<file path="src/rtl/rgb_pkg.sv">
// Shared constants and duty-triple type for the RGB LED PWM path.
// The upstream colour-wheel sequencer imports this package too.
package rgb_pkg;

  localparam int PWM_PERIOD = 1000;
  localparam int DUTY_W     = $clog2(PWM_PERIOD + 1);

  // On-board LED pins are active-low.
  localparam logic LED_ON  = 1'b0;
  localparam logic LED_OFF = 1'b1;

  typedef struct packed {
    logic [DUTY_W-1:0] r;
    logic [DUTY_W-1:0] g;
    logic [DUTY_W-1:0] b;
  } rgb_duty_t;

endpackage

</file>
<file path="src/rtl/rgb_pwm_driver_pwm_channel.sv">
// One PWM output: compares the shared period counter with this channel's
// active duty and registers the result onto the pin.
module pwm_channel
  import rgb_pkg::*;
#(
  parameter int DUTY_W     = 10,
  parameter bit ACTIVE_LOW = 1'b1
) (
  input  logic              clk,
  input  logic              rst_n,
  input  logic              en,
  input  logic [DUTY_W-1:0] cnt,
  input  logic [DUTY_W-1:0] duty,
  output logic              pin
);

  localparam logic PIN_ON  = ACTIVE_LOW ? LED_ON : LED_OFF;
  localparam logic PIN_OFF = ~PIN_ON;

  // Registered so the pin never glitches on compare-path settling.
  always_ff @(posedge clk or negedge rst_n) begin
    if (!rst_n) begin
      pin <= PIN_OFF;
    end else begin
      pin <= (en && (cnt < duty)) ? PIN_ON : PIN_OFF;
    end
  end

endmodule

</file>
<file path="src/rtl/rgb_pwm_driver.sv">
// Three-channel PWM driver with double-buffered duties: a triple accepted over
// valid/ready sits in the shadow register until the next period boundary.
module rgb_pwm_driver
  import rgb_pkg::*;
#(
  parameter int PERIOD     = PWM_PERIOD,
  parameter int DUTY_W     = $clog2(PERIOD + 1),
  parameter bit ACTIVE_LOW = 1'b1
) (
  input  logic              clk,
  input  logic              rst_n,
  input  logic              en,
  input  logic [DUTY_W-1:0] duty_r,
  input  logic [DUTY_W-1:0] duty_g,
  input  logic [DUTY_W-1:0] duty_b,
  input  logic              duty_valid,
  output logic              duty_ready,
  output logic              RGB_R,
  output logic              RGB_G,
  output logic              RGB_B,
  output logic              period_start
);

  localparam logic [DUTY_W-1:0] PERIOD_V = DUTY_W'(PERIOD);
  localparam logic [DUTY_W-1:0] LAST_CNT = DUTY_W'(PERIOD - 1);

  // Same layout as rgb_duty_t, but sized by this instance's DUTY_W.
  typedef struct packed {
    logic [DUTY_W-1:0] r;
    logic [DUTY_W-1:0] g;
    logic [DUTY_W-1:0] b;
  } duty_t;

  function automatic logic [DUTY_W-1:0] clamp(input logic [DUTY_W-1:0] x);
    return (x > PERIOD_V) ? PERIOD_V : x;
  endfunction

  logic [DUTY_W-1:0] cnt;
  duty_t             shadow;
  duty_t             active;
  logic              pending;
  logic              wrap;
  logic              accept;

  assign wrap       = en && (cnt == LAST_CNT);
  assign duty_ready = !pending;
  assign accept     = duty_valid && duty_ready;

  // NOTE: state flops use non-blocking assignments so every register samples
  // pre-edge values; blocking here would chain cnt -> wrap within one edge.
  always_ff @(posedge clk or negedge rst_n) begin
    if (!rst_n) begin
      cnt          <= '0;
      period_start <= 1'b0;
    end else begin
      period_start <= wrap;
      if (!en || wrap) cnt <= '0;
      else             cnt <= cnt + 1'b1;
    end
  end

  // Apply and accept are exclusive: apply needs pending=1, accept needs 0.
  // An accept on the wrap edge therefore waits a full period to apply.
  always_ff @(posedge clk or negedge rst_n) begin
    if (!rst_n) begin
      shadow  <= '0;
      active  <= '0;
      pending <= 1'b0;
    end else if (wrap && pending) begin
      active  <= shadow;
      pending <= 1'b0;
    end else if (accept) begin
      shadow  <= '{r: clamp(duty_r), g: clamp(duty_g), b: clamp(duty_b)};
      pending <= 1'b1;
    end
  end

  pwm_channel #(.DUTY_W(DUTY_W), .ACTIVE_LOW(ACTIVE_LOW)) u_ch_r (
    .clk(clk), .rst_n(rst_n), .en(en), .cnt(cnt), .duty(active.r), .pin(RGB_R)
  );

  pwm_channel #(.DUTY_W(DUTY_W), .ACTIVE_LOW(ACTIVE_LOW)) u_ch_g (
    .clk(clk), .rst_n(rst_n), .en(en), .cnt(cnt), .duty(active.g), .pin(RGB_G)
  );

  pwm_channel #(.DUTY_W(DUTY_W), .ACTIVE_LOW(ACTIVE_LOW)) u_ch_b (
    .clk(clk), .rst_n(rst_n), .en(en), .cnt(cnt), .duty(active.b), .pin(RGB_B)
  );

endmodule

</file>
<file path="config.mk">
export PLATFORM = sky130hd
export DESIGN_NAME = rgb_pwm_driver
export DESIGN_NICKNAME = d
export VERILOG_FILES = /design/src/rtl/rgb_pkg.sv /design/src/rtl/rgb_pwm_driver_pwm_channel.sv /design/src/rtl/rgb_pwm_driver.sv
export SDC_FILE = /design/constraint.sdc
export NUM_CORES = 1
export LEC_CHECK = 0
export ABC_AREA = 1
export CAP_MARGIN = 20
export CORE_MARGIN = 10
export CORE_UTILIZATION = 55
export DETAILED_ROUTE_END_ITERATION = 10
export DONT_BUFFER_PORTS = 1
export PLACE_DENSITY = 0.78
export SKIP_CTS_REPAIR_TIMING = 1
export SYNTH_ARGS = -nofsm -noshare
export SYNTH_HDL_FRONTEND = slang
export SYNTH_SLANG_ARGS = --single-unit
</file>
<file path="constraint.sdc">
create_clock -name clk -period 1.6 [get_ports clk]
set_input_delay 0.24 -clock clk [delete_from_list [all_inputs] [get_ports clk]]
set_output_delay 0.24 -clock clk [all_outputs]
set_load 0.03 [all_outputs]
</file>
# Word-level counts from Yosys, hierarchy flattened
# Index checks and enable logic that the tools add are counted.
# totals
ff_bits,75
latch_bits,0
mem_bits_rw,0
rom_bits,0
word_cells,41
n_memories,0
# classes
add_sub_neg,1
multipliers,0
div_mod_pow,0
n_lt_le_gt_ge,6
n_eq_ne,1
n_shift,0
muxes,9
bitwise_logic,1
reduce_logical,11
# ops
op,count
two-way mux 10 bit,4
"greater-than comparator 10 bit, second input constant",3
< comparator 10 bit,3
"adder 10 x 1 -> 10 bit, second input constant",1
"equality test 10 bit, second input constant",1
logical AND 1 bit,6
two-way mux 1 bit,5
logical NOT 1 bit,2
AND reduction 2 bit,1
nonzero test 2 bit,1
logical OR 1 bit,1
NOT 1 bit,1

# Longest topological paths before layout
# Gate-level depths: netlist of the first run.
# depth
depth_word,5
ltp_mapped,8

# By module
# Synthesis of the first run repeated with hierarchy kept, for this count alone.
# unflattened
cells_unflattened,521
area_unflattened_um2,4085.2
# by_module_without_submodules
mod,n_inst,cells_each,area_each_um2
rgb_pwm_driver,1,383,3229.3
pwm_channel,3,46,285.3

# Worst setup path before layout of the first run
# Ideal clock, no wire load.
# synth_path
kind,register to register
startpoint,reg cnt[1]
endpoint,reg cnt[5]
setup_time_ns,0.131
arrival_time_ns,1.209
required_ns,1.469
setup_slack_ns,0.259
path_stages_with_launch,7
period_less_slack_ns,1.341
cell_sequence,dfrtp_1 > ha_1 > nand2_1 > inv_1 > nand3_4 > o21ai_2 > nor2_1
# synth_via
elab_chain_cells,4
word_cells_on_any_way,5
classes_between,1 x add/sub; 1 x eq/ne; 1 x mux; 2 x reduce/logical
# synth_lines
element,line,text
from (decl),rgb_pwm_driver.sv:38,logic [DUTY_W-1:0] cnt;
from (signal assigned),rgb_pwm_driver.sv:58,else cnt <= cnt + 1'b1;
branches (longest 3 deep; another with adder 10 x 1 -> 10 bit),n/a,
two-way mux 10 bit (*),rgb_pwm_driver.sv:57,if (!en || wrap) cnt <= '0;
# Mark *: on every way between the ends.
# A chain may end at the register's enable or synchronous reset.

# Worst setup path in the final report of the first run
# layout_path
startpoint,reg cnt[1]
endpoint,reg active[26] (netlist name)
# layout_via
elab_chain_cells,3
# layout_lines
element,line,text
equality test 10 bit,rgb_pwm_driver.sv:45,assign wrap = en && (cnt == LAST_CNT);
logical AND 1 bit,rgb_pwm_driver.sv:45,
logical AND 1 bit,rgb_pwm_driver.sv:69,end else if (wrap && pending) begin
to (signal assigned),rgb_pwm_driver.sv:70,active <= shadow;
to (decl),rgb_pwm_driver.sv:40,duty_t active;
# Every way passes these cells.

==> results of run 1 <==
## worst paths after layout
| kind | depth (start not counted) | slack [ns] | end | startpoint |
|---|---|---|---|---|
| max in group asynchronous | 0 | 1.81 | u_ch_b.pin | rst_n |
| hold / removal | 0 | -0.42 | active[17] | rst_n |
| min in group clk | 2 | 0 | shadow[5] | duty_b[5] |
| setup / recovery | 8 | 0.14 | active[26] | cnt[1] |
| hold reg to reg | 2 | 0.47 | active[16] | active[16] |
| setup reg to reg | 8 | 0.14 | active[26] | cnt[1] |
## power by group
group          total (uW)  leakage [uW]  internal (uW)  switching (uW)
registers            2040       0.00101           1980            61.3
logic                 176       0.00131           76.8            98.7
clock network        1480     0.0000999            769             707
total                3690       0.00242           2830             867
## worst max-delay path, stage by stage (launching register included)
cell     delay [ns]
dfrtp_1        0.36
ha_1           0.18
nand2_1        0.12
inv_2          0.11
nand3_4        0.10
nor2_8         0.11
buf_12         0.18
nand4_1        0.12
nand2_1        0.10
## cell families after synthesis
| logic type | share of synthesized area |
|---|---|
| simple gates | 0.304 |
| xor+xnor | 0.0107 |
| buf+inv | 0.107 |
| compound gates | 0.0316 |
| fa+ha+maj | 0.0860 |
| flops | 0.461 |
## layout by cell type, fill, tap and decap left out
cell and count:
a21oi_1 9, inv_2 3, nand3_1 14, nor2_8 2, nor2_1 42, bufinv_16 1
clkinvlp_4 1, xnor2_1 1, inv_4 1, buf_4 9, dfstp_2 3, clkbuf_8 10
clkinv_4 1, nand2_1 186, clkinv_2 1, o21ai_2 1, nor2_2 2, nand3_4 1
dfrtp_1 72, o21ai_0 15, nand2_2 2, inv_6 1, ha_1 28, buf_12 3
nand3b_1 3, dlygate4sd3_1 1, inv_1 61, clkbuf_1 1, nand4_1 31, xor2_1 4
nand4_2 1
## state kept, by name (all words and copies together) (netlist names)
name / cells
active: 30
cnt: 10
pending: 1
period_start: 1
shadow: 30
u_ch_b.pin: 1
u_ch_g.pin: 1
u_ch_r.pin: 1
## per-stage QoR
stage / util / total power (uW)
final: 0.603 / 3690
after global routing: 0.603 / 3860
after CTS: 0.602 / 3720
after detailed placement: 0.574 / 2250
after global placement: 0.574 / 2230
after floorplan: - / 2210
## cells in the mapped netlist, types with 3 or more instances
library cell    n  share of area
nand4_1        31          0.048
nand3_1        14          0.017
inv_1          62          0.057
nand3b_1        3         0.0055
buf_2           5         0.0061
ha_1           28          0.086
nor2_1         42          0.039
o21ai_0        15          0.018
nand2_1       186           0.17
dfstp_2         3          0.019
buf_6          12          0.033
xor2_1          4         0.0086
dfrtp_1        72           0.44
a21oi_1         9          0.011
## cell type report
cell class / instances / area [um2]
multi-input cells: 342 / 1760
well taps: 99 / 124
fillers: 647 / 2860
flip-flops and latches: 75 / 1880
clock inverters: 5 / 60.1
repair buffers: 13 / 138
clock buffers: 11 / 141
inverters: 65 / 246
## per-layer routing
layer  part of all wire  track usage  wire length, um  vias to the layer above
li1                   -            -                -                     1582
met1               0.47        0.215             3960                     1446
met2               0.47        0.254             3950                       72
met3              0.052       0.0320              442                       11
met4              0.016       0.0609              139                        0
met5                  0            0                0                        -
==> results by group, run 1 <==
CTS
  • Reg clk slew, reported paths: 0.08 ns
  • TritonCTS clock tree: done
  • Root buffer cell: clkbuf_8
  • CTS Buf Count: 9
  • Max clock buf depth: 2
  • Clock sink count: between 70 and 80
  • Clk Latency, worst-skew pair: around 0.34 ns
  • H-Tree Depth: 3

Placed design
  • Placed insts: ~590
  • IO Port Bufs: 0
  • Placer Congestion: slightly below 0.8
  • DP Area: between 4000 and 5000 um2
  • Setup WS pre-CTS: 0.150 ns
  • Hpwl dp: ~6000 um

Layout
  • Area grow syn2layout: 6.75%
  • Antenna Cells: 0
  • # nets final: 568
  • Layout cells sized above 1: 0.0841
  • Non-Filler Instances: around 600
  • Design area: 4350 um2

Timing
  • Fmax: 0.687 GHz
  • Max Slew Vio Count: 0
  • RSZ-0062 raised after global routing: no
  • Final setup TNS: 0 ns
  • Worst Slack Setup Final: between 0.1 and 0.15 ns
  • Fin. Hold Viols: 75
  • Worst Tran Pin Value: 0.386 ns
  • Final-report setup violation count: 0
  • Final worst path period share: 0.910
  • Worst Skew: 0.00709 ns
  • Tmin final: 1.46 ns
  • Slew headroom: 0.743
  • Hold_ws: -0.417 ns

Synth
  • EDFF count, synth: 0
  • Synth Instances: 501
  • Asr flop ratio synth: 1.00
  • Synth unique cells: 24
  • YS warnings: 0
  • Post-Syn Area: 4080 um2
  • Post-synthesis register bit count: 75
  • Post-Synthesis Mean Instance Area: 8.13 um2
  • Mapped Nets: between 500 and 600
  • Most used DFF post-synth: dfrtp_1
  • Sequential share of the synthesized area: 0.461

Worst hold path
  • Min-Delay Path Class: input pin to async pin

Setup path
  • Crit end category: register
  • Critical path data arrival time: 1.73 ns
  • Worst setup SP type: register
  • Crit-path max FO: 31
  • CP Class: register to register
  • WP data required: 1.88 ns

Floorplanning
  • Starting Density: 0.565
  • FP Rows: 31
  • Die Y: ~110 um
  • I/O pin cnt: 39
  • DIE AREA: 11300 um2
  • Core area: a little over 7000 um2
  • Die X: around 110 um

Global routing
  • Remaining global-route overflow: 0
  • Largest net degree at the start of global routing: 76
  • Vias in the first global route: about 3.2k
  • Initial antenna violation count: 0
  • First-pass GRT wire length: 15100 um
  • Total GRT Usage: 0.161

Detailed routing
  • Via/cell ratio: 5.10
  • Final wirelength: around 8500 um
  • Via Count: 3111
  • Routed Antenna Nets: 0
  • Post-route DRC violation count: 0
  • First-pass iteration count of the detailed router: 5
  • Detailed Route Iter0 Violations: around 170
  • Drt wl/cell: 13.9 um

Flow run
  • Max Cap Viol: 0

Pwr
  • Pwr dens: about 850 nW/um2
  • Peak supply drop: approximately 0.00065 V
  • Leak Pwr: roughly 0.0024 uW

Run status
  • Run status: complete, but fails checks
  • Violated checks: negative hold slack
Note: power is estimated with default switching activity, not from simulation.
==> inputs of run 2 (changes only) <==
- CAP_MARGIN: 20 -> unset
==> results of run 2 <==
Same layout as run 1: the final DEF is identical, and so are final timing and power.
==> inputs of run 3 (changes only) <==
- ABC_CLOCK_PERIOD_IN_PS: unset -> 1600
- CORE_MARGIN: 10 -> 4
- MAX_ROUTING_LAYER: unset -> met4
==> results by group, run 3 (synthesis results as in run 1) <==
Run status
  • Run status: complete, but fails checks
  • Violated checks: negative hold slack

CTS
  • Root buffer cell: clkbuf_8
  • TritonCTS clock tree: done
  • H-Tree Depth: 3 (unchanged)
  • Clock sink count: 75 (unchanged)
  • Max clock buf depth: 2 (unchanged)
  • Reg clk slew, reported paths: 0.08 ns (about the same)
  • Clk Latency, worst-skew pair: 0.36 ns (+0.02 ns)
  • CTS Buf Count: 9 (unchanged)

Timing
  • Worst Tran Pin Value: 0.357 ns (-0.0287 ns)
  • Hold_ws: -0.431 ns (-0.0135 ns)
  • Final-report setup violation count: 0 (unchanged)
  • Final setup TNS: 0 ns (unchanged)
  • Max Slew Vio Count: 0 (unchanged)
  • Fmax: 0.671 GHz (-2.3%)
  • Worst Skew: 0.00873 ns (+0.00163 ns)
  • RSZ-0062 raised after global routing: no
  • Final worst path period share: 0.931 (+0.0215)
  • Fin. Hold Viols: 79 (+5.3%)
  • Worst Slack Setup Final: 0.110 ns (-0.0344 ns)
  • Slew headroom: 0.762 (+0.0191)
  • Tmin final: 1.49 ns (+0.0344 ns)

Detailed routing
  • Routed Antenna Nets: 0 (unchanged)
  • Final wirelength: 8250 um (-2.9%)
  • Detailed Route Iter0 Violations: 158 (-6.5%)
  • Drt wl/cell: 13.4 um (-3.6%)
  • First-pass iteration count of the detailed router: 4 (-1)
  • Post-route DRC violation count: 0 (unchanged)
  • Via Count: 3173 (+2.0%)
  • Via/cell ratio: 5.17 (+1.3%)

Pwr
  • Peak supply drop: 0.000710 V (+9.5%)
  • Leak Pwr: 0.00246 uW (+1.6%)
  • Clock group share of total power: 0.448 (+0.048)
  • Switch share: 0.229 (-0.00615)
  • Flop pwr share: 0.506 (-0.047)
  • Internal Power: 3110 uW (+10%)
  • Pwr Total: 4030 uW (+9.2%)
  • P_sw: 922 uW (+6.4%)
  • Power share of the combinational group: 0.045 (-0.003)
  • Pwr dens: 909 nW/um2 (+7.1%)

Floorplanning
  • FP Rows: 31 (unchanged)
  • I/O pin cnt: 39 (unchanged)
  • Core area: 7210 um2 (unchanged)
  • Die Y: 94.1 um (-11%)
  • Starting Density: 0.565 (unchanged)
  • DIE AREA: 8850 um2 (-21%)
  • Die X: 94.1 um (-11%)

Layout
  • Non-Filler Instances: 614 (+0.66%)
  • Most frequent cells in the layout: 186 x nand2_1, 72 x dfrtp_1, 62 x inv_1, 42 x nor2_1, 31 x nand4_1
  • Layout cells sized above 1: 0.0816 (-0.00260)
  • # nets final: 572 (+0.70%)
  • Area grow syn2layout: 8.90%
  • Commonest non-fill, non-tap cell in the layout: nand2_1
  • Fill cell count: 664 (+2.6%)
  • Antenna Cells: 0 (unchanged)
  • Finished Core Util: 0.615 (+0.0121)
  • Largest regs: active x30, shadow x30, cnt x10

Setup path
  • Worst setup SP type: register
  • CP max stage cell: dfrtp_1
  • CP cell instances: ha_1, nand2_1, inv_1, nand3_4, o21ai_2, nor2_1
  • Crit end category: register
  • CP Class: register to register
  • Crit path largest cell delay: 0.37 ns (about the same)
  • WP data required: 1.83 ns (-0.05 ns)
  • Crit-path max FO: 9 (-71%)
  • Critical path data arrival time: 1.72 ns (about the same)

Global routing
  • Total GRT Usage: 0.212 (+0.0509)
  • Met3 Use GR: 0.0489 (+0.0169)
  • GR peak layer: met2
  • First-pass GRT wire length: 14300 um (-5.4%)
  • Vias in the first global route: 3118 (-2.0%)
  • Remaining global-route overflow: 0 (unchanged)
  • Initial antenna violation count: 0 (unchanged)
  • GR Layer Usage met2: 0.333 (+0.0794)
  • M1 GR Usage: 0.272 (+0.0570)
  • Largest net degree at the start of global routing: 76 (unchanged)

Placed design
  • IO Port Bufs: 0 (unchanged)
  • Placed insts: 592 (-0.17%)
  • Placer Congestion: 0.833 (+4.9%)
  • Setup WS pre-CTS: 0.129 ns (-0.0206 ns)
  • Hpwl dp: 5870 um (-3.5%)

Flow run
  • Max Cap Viol: 0 (unchanged)

Worst hold path
  • Min-Delay Path Class: input pin to async pin
==> run 3: cell type report <==
class	count	area (um2)	share of cell area
sequential	75	1880	0.424
multi-input combinational	342	1760	0.397
inverter	65	246	0.0555
timing repair buffer	17	180	0.0406
clock buffer	9	124	0.0279
tap	99	124	0.0279
clock inverter	7	123	0.0276
==> run 3: critical path: cells and delay by family (launching register included) <==
family	cells	cell delay [ns]
AO/OA/AOI/OAI	1	0.32
flip-flops	1	0.37
buffers and inverters	1	0.14
adder cells (fa/ha/maj)	1	0.18
AND/OR/NAND/NOR	3	0.35
==> run 3: metal layers <==
metal	up-vias	share of wire
met2	98	0.48
met3	9	0.056
met5	-	0
li1	1593	-
met4	0	0.015
met1	1473	0.45
==> run 3: path summary, 6_finish.rpt <==
| check | start | endpoint | slack (ns) | depth (start not counted) |
|---|---|---|---|---|
| max in group asynchronous | rst_n | u_ch_b.pin | 1.85 | 0 |
| worst min-delay path | rst_n | cnt[9] | -0.43 | 0 |
| worst max-delay path | cnt[0] | cnt[9] | 0.11 | 6 |
| min in group clk | duty_b[8] | shadow[8] | -0.01 | 2 |
| worst min register to register | active[12] | active[12] | 0.48 | 2 |
| worst max register to register | cnt[0] | cnt[9] | 0.11 | 6 |
==> run 3: power by group through the flow <==
stage          logic (uW)  clock network (uW)  registers, uW
2_1_floorplan         147                   0           2060
3_3_place_gp          160                   0           2080
3_5_place_dp          169                   0           2080
4_1_cts               171                1820           2040
5_1_grt               217                1910           2050
6_report              182                1810           2040
==> run 3: stage by stage <==
stage                     hold slack (ns)  instance area (um2)
final                              -0.431                 4440
after global routing               -0.458                 4440
after CTS                          -0.439                 4380
after detailed placement          -0.0515                 4130
after global placement            -0.0513                 4130
after floorplan                   -0.0556                 4080
